<file path="config.mk">
export PLATFORM = sky130hd
export DESIGN_NAME = prog_loader
export DESIGN_NICKNAME = d
export VERILOG_FILES = /design/src/rtl/prog_loader_pkg.sv /design/src/rtl/prog_loader.sv
export SDC_FILE = /design/constraint.sdc
export NUM_CORES = 1
export LEC_CHECK = 0
export BUFFER_PORTS_ARGS = -buffer_cell sky130_fd_sc_hd__buf_2
export CAP_MARGIN = 20
export CORE_MARGIN = 1.5
export CORE_UTILIZATION = 39
export DETAILED_ROUTE_END_ITERATION = 7
export GPL_ROUTABILITY_DRIVEN = 0
export HOLD_SLACK_MARGIN = 0.12
export PLACE_DENSITY_LB_ADDON = 0.05
export SETUP_SLACK_MARGIN = 0.1
export SLEW_MARGIN = 10
export SYNTH_ARGS = -nofsm -noshare
export SYNTH_HDL_FRONTEND = slang
export SYNTH_SLANG_ARGS = --single-unit
export TNS_END_PERCENT = 30
</file>
<file path="constraint.sdc">
create_clock -name CLK -period 4.05 [get_ports CLK]
set_input_delay 1.0125 -clock CLK [delete_from_list [all_inputs] [get_ports CLK]]
set_output_delay 1.0125 -clock CLK [all_outputs]
set_load 0.05 [all_outputs]
</file>
<file path="src/rtl/prog_loader_pkg.sv">
// prog_loader_pkg: shared state encoding and frame constants for the program loader
package prog_loader_pkg;
  typedef enum logic [2:0] {IDLE, LEN, HI, LO, WR, CHK} state_t;
  localparam logic [7:0] HDR_DEF = 8'hA5;
  localparam logic [8:0] LEN_MAX = 9'd256;
endpackage

</file>
<file path="src/rtl/prog_loader.sv">
// prog_loader: byte-stream frame loader writing 16-bit words into imem while holding the CPU
module prog_loader
  import prog_loader_pkg::*;
#(
  parameter int          ADDR_W = 8,
  parameter logic [7:0]  HDR    = HDR_DEF
) (
  input  logic              CLK,
  input  logic              RST,
  input  logic [7:0]        in_data,
  input  logic              in_valid,
  output logic              in_ready,
  output logic [ADDR_W-1:0] mem_addr,
  output logic [15:0]       mem_wdata,
  output logic              mem_wren,
  output logic              cpu_hold,
  output logic              done,
  output logic              err
);
  state_t            state;
  logic [ADDR_W-1:0] addr;
  logic [8:0]        rem;
  logic [7:0]        sum;
  logic [7:0]        hi;
  logic              xfer;
  assign in_ready = state != WR;
  assign cpu_hold = state != IDLE;
  assign xfer     = in_valid && in_ready;
  // frame parser; the write strobe and its address/data are registered on low-byte acceptance
  always_ff @(posedge CLK) begin
    if (RST) begin
      state     <= IDLE;
      addr      <= '0;
      rem       <= '0;
      sum       <= '0;
      hi        <= '0;
      mem_addr  <= '0;
      mem_wdata <= '0;
      mem_wren  <= 1'b0;
      done      <= 1'b0;
      err       <= 1'b0;
    end else begin
      mem_wren <= 1'b0;
      case (state)
        IDLE: if (xfer && in_data == HDR) begin
          state <= LEN;
          done  <= 1'b0;
          err   <= 1'b0;
          addr  <= '0;
          sum   <= '0;
        end
        LEN: if (xfer) begin
          rem   <= in_data == 8'd0 ? LEN_MAX : {1'b0, in_data};
          state <= HI;
        end
        HI: if (xfer) begin
          hi    <= in_data;
          sum   <= sum + in_data;
          state <= LO;
        end
        LO: if (xfer) begin
          sum       <= sum + in_data;
          mem_addr  <= addr;
          mem_wdata <= {hi, in_data};
          mem_wren  <= 1'b1;
          state     <= WR;
        end
        WR: begin
          addr  <= addr + ADDR_W'(1);
          rem   <= rem - 9'd1;
          state <= rem == 9'd1 ? CHK : HI;
        end
        CHK: if (xfer) begin
          err   <= in_data != sum;
          done  <= 1'b1;
          state <= IDLE;
        end
        default: state <= IDLE;
      endcase
    end
  end
endmodule

</file>
==> results by group <==
Synthesis
  – Post-Synth Simple-Gate Area: 0.2691
  – Post-Synth XOR/XNOR Area: 0.005850
  – Area contributors post-synth: dfxtp_1, nand2_1, a21oi_1, ha_1, nor2_1
  – Main combinational cell family by area after synthesis: simple AND/OR/NAND/NOR gates
  – Top FF cell, synth: dfxtp_1
  – Syn nets: between 400 and 500
  – Post-synth top area share: 0.4212
  – Cells after Synth: approximately 390
  – Mux contribution to synthesized area: 0.003761
  – Synth warn: 0
  – Synth cell types: 45
  – Count of state elements after synthesis: 63
  – Post-Synthesis Cell Area: ~3000 sq um
  – Number of flops mapped to enable cells by yosys: 0
  – Synth Area in Adders: 0.04847
  – Async set or reset register ratio after synthesis: 0
  – Area leader, netlist: dfxtp_1
  – Average size of a mapped cell: 7.737 sq um
  – Sequential element share of the synthesized area: 0.4212
  – Complex-gate fraction of the synthesized area: 0.2127

Global route
  – Vias in the first global route: about 2600
  – Pin count of the biggest net entering global routing: 50
  – First-pass GRT wire length: around 13000 microns
  – Grt total ovfl: 0
  – Total GRT Usage: 0.1959
  – Initial antenna violation count: 0

STA
  – Minimum clock period: slightly above 3 ns
  – F_max: ~320 MHz
  – RSZ-0062 raised after global routing: false
  – Clock Skews: 0.01209 ns
  – Final setup vio count: 0
  – Slew Limit Headroom: 0.4073
  – Setup TNS: 0 ns
  – Worst-Margin Slew: slightly below 0.9 ns
  – Period utilisation layout: 0.7663
  – Final Hold Viols: 0
  – Max-slew violation count: 0

Floorplanning
  – Initial Utilization: 0.4084
  – Core Box Area: 7331 sq um
  – Site Rows: 31
  – Chip width: a little over 90 microns
  – Top Ports: 40
  – Die Area: approximately 8200 sq um
  – Die span in y: 90.62 microns

Clocking
  – Worst-path clk slew: ~0.070 ns
  – Clk sinks: 63
  – CTS tree: yes
  – H-Tree Depth: 3
  – Clk_lat worst skew: about 0.34 ns
  – Hold Buf Count CTS: 0
  – Num CTS Buffers: 9
  – Setup bufs post-CTS: 0
  – Root Buffer: clkbuf_8
  – Maximum clock path buffer count: 2
  – Resize count post-CTS: 0

Cells and area
  – Area growth from synthesis to layout: 16.13%
  – Final-stage net count: about 440
  – Ant diodes: 0
  – Layout cells sized above 1: 0.1476
  – Fin area: around 3500 sq um
  – Fill cells: 769

Pwr
  – VDD IR-drop max: between 0.15 and 0.2 mV
  – Comb power frac: 0.097
  – Reg power frac: 0.459
  – PD cells: approximately 400 nW/um^2
  – Clock network power share: 0.445
  – Pint: 1.074 mW
  – Net Sw Power: between 300 and 400 uW
  – LEAKAGE: between 1 and 1.5 nW
  – Net Sw Frac: 0.2428

Detailed routing
  – Drt total wl: 7584 microns
  – Initial DRT Pass Iterations: 4
  – Vias post-DR: 2810
  – Antenna Violating Nets Remaining: 0
  – Residual DRC: 0
  – Iteration-0 DRC Markers: about 110
  – Vias per cell: roughly 5.4
  – Wirelength per Cell: about 15 microns

Setup path
  – Delay-heaviest family, CP: buffers and inverters
  – Worst path required time: just over 3 ns
  – Crit Path Class: register to output port
  – Critical path origin: state[0]
  – Worst EP arrival: ~2.1 ns
  – Reg2reg setup slack: between 1.5 and 2 ns
  – Crit-path cells: nor3b_2, buf_4, inv_1, buf_2
  – Critical path endpoint category: output port
  – Worst R2R Start: state[0]
  – Slowest cell on crit path: dfxtp_1
  – Max FO, Critical Path: 21
  – Buf/Inv on CP: 3
  – Critical path launch point type: register
  – Crit path largest cell delay: 0.60 ns

Placed design
  – Placed Area: ~3200 sq um
  – Hpwl dp: just over 5000 microns
  – Port buffer count: 39

Hold path
  – Hold Path Origin: mem_addr[4]
  – HP Class: register to register

Run status
  – Status: finished, final reports clean

Job
  – Max-Cap Viols: 0
-- registers in the layout, indices dropped and copies added, names as in the netlist --
signal / flops
err: 1
mem_wren: 1
rem: 9
done: 1
addr: 8
state: 3
sum: 8
mem_addr: 8
mem_wdata: 16
hi: 8
-- worst reg2reg max path, delay by kind of cell (launching register included) --
kind               cells  cell delay (ns)
AOI/OAI and AO/OA      2             0.22
DFF                    1             0.45
and+or+nand+nor        3             1.60
-- placed cells by master, fill, tap and decap left out, types with 4 or more instances in the layout --
| master | synthesis | final |
|---|---|---|
| buf_2 | 3 | 39 |
| nor2_1 | 24 | 24 |
| o21ai_0 | 14 | 14 |
| a21o_1 | 4 | 4 |
| o211ai_1 | 4 | 4 |
| clkbuf_8 | 0 | 12 |
| nor3_1 | 9 | 9 |
| dfxtp_1 | 63 | 63 |
| ha_1 | 10 | 10 |
| nand4b_1 | 5 | 5 |
| nand3_1 | 16 | 16 |
| a21oi_1 | 60 | 60 |
| nand2_1 | 83 | 83 |
| or4_1 | 5 | 5 |
| inv_1 | 6 | 6 |
| nand4_1 | 4 | 4 |
| a31oi_1 | 5 | 5 |
-- cells by family after synthesis --
family,count (synthesis)
AOI/OAI and AO/OA,109
DFF,63
xor gates and xnor gates,2
muxes,1
adders and majority gates,11
and+or+nand+nor,171
buffers and inverters,30
-- power by group through the flow --
| stage | Combinational, mW | Clock (mW) | Sequential, mW |
|---|---|---|---|
| floorplan | 0.102 | 0 | 0.656 |
| global placement | 0.137 | 0 | 0.664 |
| detailed placement | 0.137 | 0 | 0.664 |
| CTS | 0.138 | 0.646 | 0.650 |
| global route | 0.154 | 0.673 | 0.652 |
| finish | 0.137 | 0.631 | 0.650 |
-- cell type report --
class	count	area, sq um	share of cell area
clock buffer	12	165.2	0.04750
sequential	63	1261	0.3627
clock inverter	3	65.06	0.01871
inverter	6	22.52	0.006477
timing repair buffer	42	217.7	0.06261
multi-input combinational	294	1622	0.4664
tap	99	123.9	0.03562
-- cells in the mapped netlist (5+ instances only) --
cell type and count:
nand3_1 16, a21oi_1 60, nor2_1 24, inv_1 6, clkbuf_1 21, ha_1 10
nand4b_1 5, nor3_1 9, dfxtp_1 63, a31oi_1 5, o21ai_0 14, nand2_1 83
or4_1 5
-- metal layers --
metal  share of wire  global-route usage  routed length, microns  vias to the layer above
met1            0.48              0.2579                    3658                     1327
met3           0.047             0.05976                     354                        4
met2            0.46              0.3076                    3522                       51
met4          0.0063             0.05688                      48                        0
met5               0                   0                       0                        -
li1                -                   -                       -                     1428
-- path summary, 6_finish.rpt --
kind,end,cells after the start
setup / recovery,in_ready,4
setup reg to reg,addr[3],5
hold / removal,mem_addr[4],2
hold reg to reg,mem_addr[4],2
-- metrics by stage --
| stage | hold slack (ns) | utilization | setup WS, ns | cells | power [mW] |
|---|---|---|---|---|---|
| global placement | 0.4386 | 0.4429 | 0.8730 | 504 | 0.8005 |
| detailed placement | 0.4432 | 0.4429 | 0.8176 | 504 | 0.8016 |
| global route | 0.4658 | 0.4743 | 0.7849 | 519 | 1.479 |
| CTS | 0.4526 | 0.4743 | 0.9210 | 519 | 1.434 |
| finish | 0.4514 | 0.4743 | 0.9463 | 519 | 1.418 |
| floorplan | 0.4322 | - | 1.309 | 387 | 0.7584 |
Note: power is estimated with default switching activity, not from simulation.
